`src/rtl/writeback_stage_pkg.sv`:
```
// Shared types and constants for the writeback stage: FSM states, special
// register indices and active-low strobe levels.
package wb_pkg;

    typedef enum logic [1:0] {
        WB_IDLE     = 2'd0,
        WB_WAIT_MEM = 2'd1,
        WB_COMMIT   = 2'd2
    } wb_state_t;

    localparam int REG_IH  = 8;
    localparam int REG_SP  = 9;
    localparam int REG_RA  = 10;
    localparam int REG_MAX = REG_RA;

    localparam logic WE_ON  = 1'b0;
    localparam logic WE_OFF = 1'b1;

endpackage

```
`src/rtl/writeback_stage_if.sv`:
```
// Retiring-instruction handshake from the memory stage into writeback.
// A transfer happens on a rising clock edge where inValid and inReady are both high.
interface writeback_stage_if #(
    parameter int DATA_W = 16,
    parameter int IDX_W  = 4
) ();
    logic              inValid;
    logic              inReady;
    logic              inRegWrite;
    logic [IDX_W-1:0]  inRegIndex;
    logic [DATA_W-1:0] inAluResult;
    logic              inIsLoad;
    logic              inTWrite;
    logic              inTValue;

    modport master (
        output inValid, inRegWrite, inRegIndex, inAluResult, inIsLoad, inTWrite, inTValue,
        input  inReady
    );

    modport slave (
        input  inValid, inRegWrite, inRegIndex, inAluResult, inIsLoad, inTWrite, inTValue,
        output inReady
    );
endinterface

```
`src/rtl/writeback_stage_load_timer.sv`:
```
// Load wait counter: clear restarts at zero, enable counts up, expired at MEM_TIMEOUT-1.
// Latency: count updates one cycle after clear/enable; expired is combinational from count.
// Backpressure: none.
module wb_load_timer #(
    parameter int MEM_TIMEOUT = 15
) (
    input  logic clk,
    input  logic rst,
    input  logic clear,
    input  logic enable,
    output logic expired
);
    localparam int CNT_W = $clog2(MEM_TIMEOUT + 1);

    logic [CNT_W-1:0] count;

    always_ff @(posedge clk or negedge rst) begin
        if (!rst) begin
            count <= '0;
        end else if (clear) begin
            count <= '0;
        end else if (enable) begin
            count <= count + CNT_W'(1);
        end
    end

    assign expired = (count == CNT_W'(MEM_TIMEOUT - 1));

endmodule

```
`src/rtl/writeback_stage.sv`:
```
// Writeback: sole writer of register file and T flag; optional forwarding under WB_FORWARD_EN.
// Latency: ALU result commits 1 cycle after accept; load commits 1 cycle after ramDataValid.
// Backpressure: inReady low while waiting for load data; a load abandoned after MEM_TIMEOUT.
module writeback_stage
    import wb_pkg::*;
#(
    parameter int DATA_W      = 16,
    parameter int IDX_W       = 4,
    parameter int MEM_TIMEOUT = 15
) (
    input  logic              clk,
    input  logic              rst,
    writeback_stage_if.slave  in_bus,
    input  logic [DATA_W-1:0] ramData,
    input  logic              ramDataValid,
    output logic              writeEnable,
    output logic [IDX_W-1:0]  writeIndex,
    output logic [DATA_W-1:0] dataToWrite,
    output logic              tWriteEnable,
    output logic              tToWrite,
    output logic              loadTimeout,
    output logic              badIndex
`ifdef WB_FORWARD_EN
    ,
    output logic              fwdValid,
    output logic [IDX_W-1:0]  fwdIndex,
    output logic [DATA_W-1:0] fwdData
`endif
);

    wb_state_t state, next_state;

    logic accept;
    logic timer_clr, timer_en, timer_expired;
    logic timeout_now, load_done, commit_alu, commit_now;

    // Load instruction fields held while waiting for SRAM data
    logic              pend_reg_write;
    logic [IDX_W-1:0]  pend_index;
    logic              pend_t_write;
    logic              pend_t_value;

    logic              c_reg_write;
    logic [IDX_W-1:0]  c_index;
    logic              c_t_write;
    logic              c_t_value;
    logic [DATA_W-1:0] c_data;
    logic              c_idx_ok;

    assign in_bus.inReady = (state == WB_IDLE) || (state == WB_COMMIT);
    assign accept         = in_bus.inValid && in_bus.inReady;
    assign commit_alu     = accept && !in_bus.inIsLoad;

    always_ff @(posedge clk or negedge rst) begin
        if (!rst) begin
            state <= WB_IDLE;
        end else begin
            state <= next_state;
        end
    end

    always_comb begin
        next_state  = state;
        timer_clr   = 1'b0;
        timer_en    = 1'b0;
        timeout_now = 1'b0;
        load_done   = 1'b0;
        case (state)
            WB_IDLE, WB_COMMIT: begin
                if (accept) begin
                    next_state = in_bus.inIsLoad ? WB_WAIT_MEM : WB_COMMIT;
                    timer_clr  = in_bus.inIsLoad;
                end else begin
                    next_state = WB_IDLE;
                end
            end
            WB_WAIT_MEM: begin
                if (ramDataValid) begin
                    load_done  = 1'b1;
                    next_state = WB_COMMIT;
                end else if (timer_expired) begin
                    timeout_now = 1'b1;
                    next_state  = WB_IDLE;
                end else begin
                    timer_en = 1'b1;
                end
            end
            default: next_state = WB_IDLE;
        endcase
    end

    wb_load_timer #(.MEM_TIMEOUT(MEM_TIMEOUT)) u_timer (
        .clk     (clk),
        .rst     (rst),
        .clear   (timer_clr),
        .enable  (timer_en),
        .expired (timer_expired)
    );

    always_ff @(posedge clk or negedge rst) begin
        if (!rst) begin
            pend_reg_write <= 1'b0;
            pend_index     <= '0;
            pend_t_write   <= 1'b0;
            pend_t_value   <= 1'b0;
        end else if (accept) begin
            pend_reg_write <= in_bus.inRegWrite;
            pend_index     <= in_bus.inRegIndex;
            pend_t_write   <= in_bus.inTWrite;
            pend_t_value   <= in_bus.inTValue;
        end
    end

    // A commit comes either straight from an accepted ALU op or from returning load data
    assign commit_now  = commit_alu || load_done;
    assign c_reg_write = commit_alu ? in_bus.inRegWrite  : pend_reg_write;
    assign c_index     = commit_alu ? in_bus.inRegIndex  : pend_index;
    assign c_t_write   = commit_alu ? in_bus.inTWrite    : pend_t_write;
    assign c_t_value   = commit_alu ? in_bus.inTValue    : pend_t_value;
    assign c_data      = commit_alu ? in_bus.inAluResult : ramData;
    assign c_idx_ok    = (c_index <= IDX_W'(REG_MAX));

    always_ff @(posedge clk or negedge rst) begin
        if (!rst) begin
            writeEnable  <= WE_OFF;
            tWriteEnable <= WE_OFF;
            writeIndex   <= '0;
            dataToWrite  <= '0;
            tToWrite     <= 1'b0;
            loadTimeout  <= 1'b0;
            badIndex     <= 1'b0;
        end else begin
            writeEnable  <= WE_OFF;
            tWriteEnable <= WE_OFF;
            badIndex     <= 1'b0;
            loadTimeout  <= timeout_now;
            if (commit_now) begin
                writeEnable  <= (c_reg_write && c_idx_ok) ? WE_ON : WE_OFF;
                tWriteEnable <= c_t_write ? WE_ON : WE_OFF;
                badIndex     <= c_reg_write && !c_idx_ok;
                writeIndex   <= c_index;
                dataToWrite  <= c_data;
                tToWrite     <= c_t_value;
            end
        end
    end

`ifdef WB_FORWARD_EN
    assign fwdValid = (state == WB_COMMIT) && (writeEnable == WE_ON);
    assign fwdIndex = writeIndex;
    assign fwdData  = dataToWrite;
`endif

endmodule
```
`src/flat_wrapper.sv`:
```
// flat-port wrapper written by rule: the top's interface ports become plain ports
module writeback_stage_flat import wb_pkg::*;
#(
    parameter int DATA_W      = 16,
    parameter int IDX_W       = 4,
    parameter int MEM_TIMEOUT = 15
)
  (clk, rst, ramData, ramDataValid, writeEnable, writeIndex, dataToWrite, tWriteEnable, tToWrite, loadTimeout, badIndex, in_bus_inValid, in_bus_inRegWrite, in_bus_inRegIndex, in_bus_inAluResult, in_bus_inIsLoad, in_bus_inTWrite, in_bus_inTValue, in_bus_inReady);
  writeback_stage_if #(.DATA_W(DATA_W), .IDX_W(IDX_W)) in_bus_i ();
  input  logic clk;
  input  logic rst;
  input  logic [DATA_W-1:0] ramData;
  input  logic ramDataValid;
  output logic writeEnable;
  output logic [IDX_W-1:0] writeIndex;
  output logic [DATA_W-1:0] dataToWrite;
  output logic tWriteEnable;
  output logic tToWrite;
  output logic loadTimeout;
  output logic badIndex;
  input wire logic [$bits(in_bus_i.inValid)-1:0] in_bus_inValid;
  input wire logic [$bits(in_bus_i.inRegWrite)-1:0] in_bus_inRegWrite;
  input wire logic [$bits(in_bus_i.inRegIndex)-1:0] in_bus_inRegIndex;
  input wire logic [$bits(in_bus_i.inAluResult)-1:0] in_bus_inAluResult;
  input wire logic [$bits(in_bus_i.inIsLoad)-1:0] in_bus_inIsLoad;
  input wire logic [$bits(in_bus_i.inTWrite)-1:0] in_bus_inTWrite;
  input wire logic [$bits(in_bus_i.inTValue)-1:0] in_bus_inTValue;
  output wire logic [$bits(in_bus_i.inReady)-1:0] in_bus_inReady;
  assign in_bus_i.inValid = in_bus_inValid;
  assign in_bus_i.inRegWrite = in_bus_inRegWrite;
  assign in_bus_i.inRegIndex = in_bus_inRegIndex;
  assign in_bus_i.inAluResult = in_bus_inAluResult;
  assign in_bus_i.inIsLoad = in_bus_inIsLoad;
  assign in_bus_i.inTWrite = in_bus_inTWrite;
  assign in_bus_i.inTValue = in_bus_inTValue;
  assign in_bus_inReady = in_bus_i.inReady;
  writeback_stage #(.DATA_W(DATA_W), .IDX_W(IDX_W), .MEM_TIMEOUT(MEM_TIMEOUT)) u_core (.clk(clk), .rst(rst), .in_bus(in_bus_i), .ramData(ramData), .ramDataValid(ramDataValid), .writeEnable(writeEnable), .writeIndex(writeIndex), .dataToWrite(dataToWrite), .tWriteEnable(tWriteEnable), .tToWrite(tToWrite), .loadTimeout(loadTimeout), .badIndex(badIndex));
endmodule
```
`config.mk`:
```
export PLATFORM = sky130hd
export DESIGN_NAME = writeback_stage_flat
export DESIGN_NICKNAME = d
export VERILOG_FILES = /design/src/rtl/writeback_stage_pkg.sv /design/src/rtl/writeback_stage_if.sv /design/src/rtl/writeback_stage_load_timer.sv /design/src/rtl/writeback_stage.sv /design/src/flat_wrapper.sv
export SDC_FILE = /design/constraint.sdc
export NUM_CORES = 1
export LEC_CHECK = 0
export ABC_CLOCK_PERIOD_IN_PS = 3300
export CAP_MARGIN = 10
export CORE_AREA = 5 5 68 70
export DETAILED_ROUTE_END_ITERATION = 16
export DIE_AREA = 0 0 73 75
export PLACE_DENSITY_LB_ADDON = 0.3
export SLEW_MARGIN = 20
export SYNTH_ARGS = -nofsm -noshare
export SYNTH_HDL_FRONTEND = slang
export SYNTH_SLANG_ARGS = --single-unit
```
`constraint.sdc`:
```
create_clock -name clk -period 3.3 [get_ports clk]
set_input_delay 0.66 -clock clk [delete_from_list [all_inputs] [get_ports clk]]
set_output_delay 0.66 -clock clk [all_outputs]
set_load 0.02 [all_outputs]
```
==> reports/qor.yml, run 1 <==
diodes: 0
place_hpwl_um: 3150
hp-class: "reg -> reg"
post_cts_buffers: 0
min_period_ps: 2120
start_util: 0.438
routedLengthMet1_um: 1910
syn_avg_cell_area_sq_um: 9.68
grt_pass1_wl_um: 6730
cp_data_arrival_time_ps: 1460
vdd_drop_max_mv: 0.260
hold_violations: 0
synth_top_area_cell: "dfrtp_1"
globalplace.congestion: 0.781
ios: 70
cts_root_buf: "clkbuf_8"
top_layer: "met4"
synth_edf_count: 0
clock_skew_ps: 3.82
vias_per_cell: 5.10
tns_ps: 0
yosysWarnings: 0
vias: 1500
crit_path_end_kind: "primary output"
setup_viol: 0
wl_met2_um: 2290
crit_required_ps: 2640
nFillCells: 346
p_leak_nw: 1.07
grt_usage: 0.165
fin_util: 0.640
firstDrtPassIters: 4
slew_headroom: 0.453
synthCells: 177
worstSetupPathType: "reg -> out"
drive_above_1_share: 0.0861
fin_ws_ps: 1180
path_clk_slew_ps: 80
status: "completed"
netlist-cell-type-count: 27
pre_cts_ws_ps: 872
die_x_um: 73
critPathMaxFanout: 8
grt_setup_unrepaired: "no"
finalNetCount: 290
clock_latency_ps: 290
io_buffers: 69
grt_max_degree: 41
synth-main-ff-cell: "dfrtp_1"
synth_most_common_cell: "nand2_1"
cts.sinks: 38
drc: 0
tightest_slew_ps: 821
die_y_um: 75
cts-resized-gates: 0
synth.area.top_cells: "dfrtp_1, nand2_1, a31oi_1"
cts_buffer_depth: 2
core_sq_mm: 0.00391
dp.cells: 287
ys_seq_area_frac: 0.556
cts_tree: "yes"
synth_top_area_frac: 0.526
grt_pass1_vias: 1433
wl_per_cell_um: 15.4
fin_crit_sh: 0.644
drv_cap: 0
synth_commonest_cells: "nand2_1, dfrtp_1, nor2_1"
grt_antenna_before_repair: 0
fmax_mhz: 471
hold_buffers: 0
synth_seq_cells: 38
area_growth_pct: 46.2
p_per_area_mw_per_mm2: 551
drtIter0Drc: 78
cts_buffers: 5
syn-num-nets: 223
gr-total-overflow: 0
final_antenna_net_count: 0
cp-start-kind: "flop"
ys_async_sr_fraction: 1.00
dieArea_sq_mm: 0.00548
routed_wl_um: 4530
fin_hold_ws_ps: 413
slew_violations: 0
row_count: 23
syn_area_sq_mm: 0.00171
htreeDepth: 2
final_cells: 294
met3_length_um: 270
routing by layer:
layer,vias up,global-route usage
met5,-,0
met1,707,0.199
met4,0,0.0717
met3,8,0.0574
li1,746,-
met2,39,0.267
sequential cells by signal, indices dropped and copies added (netlist names):
| register | count |
|---|---|
| u_core.badIndex | 1 |
| u_core.dataToWrite | 16 |
| u_core.loadTimeout | 1 |
| u_core.pend_index | 4 |
| u_core.pend_reg_write | 1 |
| u_core.pend_t_value | 1 |
| u_core.pend_t_write | 1 |
| u_core.state | 2 |
| u_core.tToWrite | 1 |
| u_core.tWriteEnable | 1 |
| u_core.u_timer.count | 4 |
| u_core.writeEnable | 1 |
| u_core.writeIndex | 4 |
critical path, cell delays in order, from the launching register on:
cell and delay (ps):
dfrtp_1 450, inv_1 110, clkdlybuf4s50_1 610
path summary, 6_finish.rpt:
check / from / endpoint / slack (ps) / depth (start not counted)
max: u_core.state[0] / in_bus_inReady / 1180 / 2
min: u_core.pend_t_write / u_core.tWriteEnable / 410 / 1
max reg2reg: u_core.state[0] / u_core.tToWrite / 1610 / 3
min reg2reg: u_core.pend_t_write / u_core.tWriteEnable / 410 / 1
max in group asynchronous: rst / u_core.pend_index[1] / 2320 / 1
min in group asynchronous: rst / u_core.loadTimeout / 460 / 1
metrics by stage:
step	cell area, sq um	power [mW]
after floorplan	1710	0.837
after global placement	2430	1.07
after detailed placement	2430	1.08
after CTS	2510	1.39
after global routing	2510	1.45
final	2510	1.38
layout make-up:
cell class / instances / area (sq um) / share of cell area
Tap cell: 50 / 62.6 / 0.0250
Inverter: 2 / 7.51 / 0.00300
Multi-Input combinational cell: 127 / 709 / 0.283
Timing Repair Buffer: 70 / 693 / 0.277
Clock buffer: 6 / 72.6 / 0.0290
Sequential cell: 38 / 953 / 0.380
Clock inverter: 1 / 7.51 / 0.00300
logic make-up (layout without fill, tap and decap cells):
| family | Yosys count | after routing | synth area share |
|---|---|---|---|
| AOI/OAI and AO/OA | 32 | 32 | 0.118 |
| adders and majority gates | 2 | 2 | 0.0146 |
| muxes | 10 | 10 | 0.0635 |
| DFF | 38 | 38 | 0.556 |
| and+or+nand+nor | 83 | 83 | 0.218 |
| buffers and inverters | 12 | 79 | 0.0299 |
placed cells by master, fill, tap and decap left out:
cell type	synthesis	layout
clkdlybuf4s50_1	0	68
nand2_1	42	42
dfrtp_1	36	36
nor2_1	19	19
a31oi_1	18	18
nand3_1	9	9
mux2_2	7	7
clkbuf_8	0	5
a21oi_1	4	4
mux2i_1	3	3
nor3_1	3	3
a22oi_1	3	3
o21ai_0	3	3
inv_1	2	2
a21o_1	2	2
and3_1	2	2
nand3b_1	2	2
ha_1	2	2
dfstp_2	2	2
or3b_4	1	1
nor3b_2	1	1
and3b_2	1	1
a32oi_1	1	1
or3b_2	1	1
a22o_1	1	1
nor3b_1	1	1
or3_1	1	1
clkinvlp_4	0	1
clkbuf_1	5	1
buf_2	5	1
buf_4	0	1
power by group:
part | total, mW | switching [mW] | internal [mW] | leakage [nW]
logic | 0.458 | 0.225 | 0.234 | 0.585
registers | 0.612 | 0.0549 | 0.557 | 0.452
clock network | 0.310 | 0.165 | 0.145 | 0.0373
total | 1.38 | 0.445 | 0.936 | 1.07
Note: power is estimated with default switching activity, not from simulation.
==> run 2, diff against run 1 <==
--- a/config.mk
+++ b/config.mk
@@ -5,11 +5,11 @@
 export SDC_FILE = /design/constraint.sdc
 export NUM_CORES = 1
 export LEC_CHECK = 0
-export ABC_CLOCK_PERIOD_IN_PS = 3300
+export ABC_CLOCK_PERIOD_IN_PS = 2000
 export CAP_MARGIN = 10
-export CORE_AREA = 5 5 68 70
+export CORE_AREA = 5 5 70 72
 export DETAILED_ROUTE_END_ITERATION = 16
-export DIE_AREA = 0 0 73 75
+export DIE_AREA = 0 0 75 77
 export PLACE_DENSITY_LB_ADDON = 0.3
 export SLEW_MARGIN = 20
 export SYNTH_ARGS = -nofsm -noshare
==> constraint.sdc (replaced) <==
create_clock -name clk -period 2 [get_ports clk]
set_input_delay 0.4 -clock clk [delete_from_list [all_inputs] [get_ports clk]]
set_output_delay 0.4 -clock clk [all_outputs]
set_load 0.02 [all_outputs]
==> run 2 against run 1 <==
Compared with the run above: critical endpoint unchanged; combinational power up 66%; worst hold slack got worse by 260 ps; clock-buffer cell count up 1; critical path type unchanged; sequential power grew 67%; total power grew 64%.
==> reports/qor.yml, run 2 (synthesized netlist as in run 1, its figures left out) <==
cts.sinks: 38
final_antenna_net_count: 0
regMostFlops: "u_core.dataToWrite"
dieArea_sq_mm: 0.00578
crit_path_end_kind: "primary output"
fin_crit_sh: 0.930
slew_violations: 0
worstPathCellList: "inv_1, clkdlybuf4s50_1"
pre_cts_ws_ps: 103
fin_ws_ps: 140
hold_buffers: 0
cts_buffers: 5
cts_tree: "yes"
hp-class: "in -> async"
drc: 0
vias: 1547
row_count: 24
comb_power_share: 0.337
diodes: 0
vias_per_cell: 5.14
post_cts_buffers: 0
grt_max_degree: 41
slowest_delay_ps: 610
slew_headroom: 0.687
p_total_mw: 2.26
p_sw_frac: 0.311
drtIter0Drc: 117
r2r_slack_ps: 540
vdd_drop_max_mv: 0.470
grt_setup_unrepaired: "no"
finalNetCount: 295
p_seq_frac: 0.450
area_growth_pct: 49.1
worstSetupPathType: "reg -> out"
grt_usage: 0.164
cp_data_arrival_time_ps: 1460
wl_per_cell_um: 14.4
cp-start-kind: "flop"
largest_register_ff_count: 16
critPathMaxFanout: 8
ios: 70
tightest_slew_ps: 470
grt_antenna_before_repair: 0
grt_pass1_vias: 1548
globalplace.congestion: 0.712
cpMaxStageDelayCell: "clkdlybuf4s50_1"
start_util: 0.405
path_clk_slew_ps: 70
drive_above_1_share: 0.100
layout_common_cells: "clkdlybuf4s50_1, nand2_1, dfrtp_1, nor2_1, a31oi_1"
place_hpwl_um: 3190
routed_wl_um: 4350
die_y_um: 77
gr-total-overflow: 0
core_sq_mm: 0.00423
cts_root_buf: "clkbuf_8"
clock_latency_ps: 280
p_per_area_mw_per_mm2: 884
firstDrtPassIters: 4
htreeDepth: 2
die_x_um: 75
fmax_mhz: 538
cts-resized-gates: 0
p_leak_nw: 1.11
tns_ps: 0
clockPowerShare: 0.213
cts_buffer_depth: 2
min_period_ps: 1860
drv_cap: 0
crit_required_ps: 1600
status: "completed"
setup_viol: 0
io_buffers: 69
clock_skew_ps: 1.36
p_sw_mw: 0.703
grt_pass1_wl_um: 7320
cell_internal_pwr_mw: 1.56
layout_commonest_cell: "clkdlybuf4s50_1"
hold_violations: 0
-- run 2: cell count changes in the layout (fill, tap and decap cells not counted), sizes merged --
cell	before	now
clkbuf	6	7
clkinvlp	1	0
buf	2	7
-- run 2: power groups by stage --
stage / registers, mW / logic, mW / clock network [mW]
2_1_floorplan: 1.15 / 0.228 / 0
3_3_place_gp: 1.03 / 0.758 / 0
3_5_place_dp: 1.03 / 0.767 / 0
4_1_cts: 1.02 / 0.771 / 0.498
5_1_grt: 1.04 / 0.828 / 0.533
6_report: 1.02 / 0.761 / 0.481
-- run 2: per-stage QoR --
step	std cells	util	hold WS (ps)	area (sq um)
final	301	0.603	153	2550
after global routing	301	0.603	191	2550
after CTS	301	0.603	174	2550
after detailed placement	294	0.585	401	2480
after global placement	294	0.585	395	2480
after floorplan	177	-	104	1710
-- run 2: final cells by class --
class | instances | area (sq um)
Clock buffer | 7 | 76.3
Fill cell | 376 | 1680
Inverter | 2 | 7.51
Multi-Input combinational cell | 127 | 709
Sequential cell | 38 | 953
Tap cell | 52 | 65.1
Timing Repair Buffer | 75 | 743
-- run 2: critical path, delay by kind of cell (launching register included) --
| kind | cells | cell delay [ps] |
|---|---|---|
| flops | 1 | 450 |
| buf+inv | 2 | 730 |
-- run 2: routing by layer --
metal	vias to the layer above	routed length, um	global-route usage
li1	753	-	-
met3	6	404	0.0706
met2	56	2060	0.251
met4	0	55	0.0480
met5	-	0	0
met1	732	1820	0.209
-- run 2: path summary, 6_finish.rpt --
path / startpoint / endpoint / depth (start not counted)
setup / recovery: u_core.state[0] / in_bus_inReady / 2
hold / removal: rst / u_core.pend_index[3] / 2
setup reg to reg: u_core.u_timer.count[0] / u_core.u_timer.count[3] / 5
hold reg to reg: u_core.pend_t_write / u_core.tWriteEnable / 1
max in group asynchronous: rst / u_core.tWriteEnable / 2
min in group clk: u_core.pend_t_write / u_core.tWriteEnable / 1
==> run 3, diff against run 2 <==
--- a/config.mk
+++ b/config.mk
@@ -7,9 +7,9 @@
 export LEC_CHECK = 0
 export ABC_CLOCK_PERIOD_IN_PS = 2000
 export CAP_MARGIN = 10
-export CORE_AREA = 5 5 70 72
+export CORE_AREA = 5 5 83 62
 export DETAILED_ROUTE_END_ITERATION = 16
-export DIE_AREA = 0 0 75 77
+export DIE_AREA = 0 0 88 67
 export PLACE_DENSITY_LB_ADDON = 0.3
 export SLEW_MARGIN = 20
 export SYNTH_ARGS = -nofsm -noshare
==> run 3 against run 2 <==
Compared with the run above: core utilization rose by 0.96 points; die area rose by 2.1%; register-to-register slack barely moved; sequential share of layout area down 0.54 points; setup slack improved by 16 ps; non-clock buffer count did not move; routed wire length up 2.9%.
==> reports/qor.yml, run 3 (synthesized netlist as in run 1, its figures left out) <==
status: "completed"
fin_crit_sh: 0.922
clock_latency_ps: 290
ios: 70
area_growth_pct: 51.2
grt_usage: 0.164
final_antenna_net_count: 0
cts_buffers: 5
crit_path_end_kind: "primary output"
grt_pass1_wl_um: 7280
core_sq_mm: 0.00423
finalNetCount: 295
critPathMaxFanout: 8
largest_register_ff_count: 16
path_delay_family: "buffers and inverters"
min_period_ps: 1840
hold_buffers: 0
vdd_drop_max_mv: 0.486
clock_skew_ps: 2.75
cp-start-kind: "flop"
routed_wl_um: 4470
regMostFlops: "u_core.dataToWrite"
vias: 1517
die_x_um: 88
drc: 0
r2r_slack_ps: 550
pre_cts_ws_ps: 106
slew_violations: 0
hold_violations: 0
wl_per_cell_um: 14.7
diodes: 0
r2r_cells: 3
cp_data_arrival_time_ps: 1440
die_y_um: 67
cts-resized-gates: 0
layout_commonest_cell: "clkdlybuf4s50_1"
worstSetupPathType: "reg -> out"
row_count: 20
cts.sinks: 38
drv_cap: 0
hp-class: "in -> async"
cts_root_buf: "clkbuf_8"
reg2reg_from: "u_core.state[0]"
crit_required_ps: 1600
path_clk_slew_ps: 70
worstPathCellList: "inv_1, clkdlybuf4s50_1"
io_buffers: 69
drive_above_1_share: 0.112
cts_buffer_depth: 2
slowest_delay_ps: 600
place_hpwl_um: 3270
vias_per_cell: 4.97
firstDrtPassIters: 4
start_util: 0.405
r2r_end: "u_core.u_timer.count[3]"
post_cts_buffers: 0
globalplace.congestion: 0.732
cpMaxStageDelayCell: "clkdlybuf4s50_1"
tns_ps: 0
p_per_area_mw_per_mm2: 918
fin_ws_ps: 155
grt_pass1_vias: 1499
slew_headroom: 0.678
cp_num_buf_inv: 2
grt_antenna_before_repair: 0
fmax_mhz: 542
dieArea_sq_mm: 0.00590
drtIter0Drc: 63
cts_tree: "yes"
setup_viol: 0
htreeDepth: 2
grt_setup_unrepaired: "no"
tightest_slew_ps: 484
gr-total-overflow: 0
layout_common_cells: "clkdlybuf4s50_1, nand2_1, dfrtp_1, nor2_1, a31oi_1"
grt_max_degree: 41
p_leak_nw: 1.12
[run 3: cell types whose count changed in the layout (fill, tap and decap cells not counted), sizes merged]
cell and delta:
clkbuf +1
[run 3: metrics by stage]
stage | cell area, sq um | utilization | power [mW] | hold WS, ps | std cells
after floorplan | 1710 | - | 1.38 | 104 | 177
after global placement | 2480 | 0.587 | 1.78 | 395 | 297
after detailed placement | 2480 | 0.587 | 1.80 | 405 | 297
after CTS | 2590 | 0.613 | 2.41 | 170 | 305
after global routing | 2590 | 0.613 | 2.52 | 196 | 305
final | 2590 | 0.613 | 2.38 | 150 | 305
[run 3: how the worst max path moves through the flow]
stage,start,end,slack (ps),cells past startpoint
2_1_floorplan,u_core.state[0],u_core.dataToWrite[13],580,5
3_3_place_gp,in_bus_inValid,u_core.writeIndex[3],120,5
3_5_place_dp,in_bus_inValid,u_core.dataToWrite[5],110,5
4_1_cts,u_core.state[0],in_bus_inReady,130,2
5_1_grt,u_core.state[0],in_bus_inReady,70,2
6_report,u_core.state[0],in_bus_inReady,160,2
[run 3: cell type report]
class / count / area (sq um)
fillers: 371 / 1640
clock buffers: 8 / 110
flip-flops and latches: 38 / 953
inverters: 2 / 7.51
repair buffers: 75 / 743
multi-input cells: 127 / 709
well taps: 55 / 68.8
[run 3: power by group]
| part | switching, mW | internal, mW | total [mW] |
|---|---|---|---|
| registers | 0.0938 | 0.920 | 1.01 |
| clock network | 0.259 | 0.348 | 0.607 |
| logic | 0.365 | 0.395 | 0.760 |
| total | 0.718 | 1.66 | 2.38 |
[run 3: routing by layer]
layer,part of all wire,wire [um],GRT usage,vias to the layer above
met3,0.077,345,0.0569,5
li1,-,-,-,756
met5,0,0,0,-
met4,0.0094,42,0.0517,0
met2,0.43,1940,0.237,44
met1,0.48,2140,0.228,712
[run 3: worst register-to-register path: stages (launching register included)]
cell     delay [ps]
dfrtp_1         450
or3b_4          440
nor3_1          250
mux2i_1         230
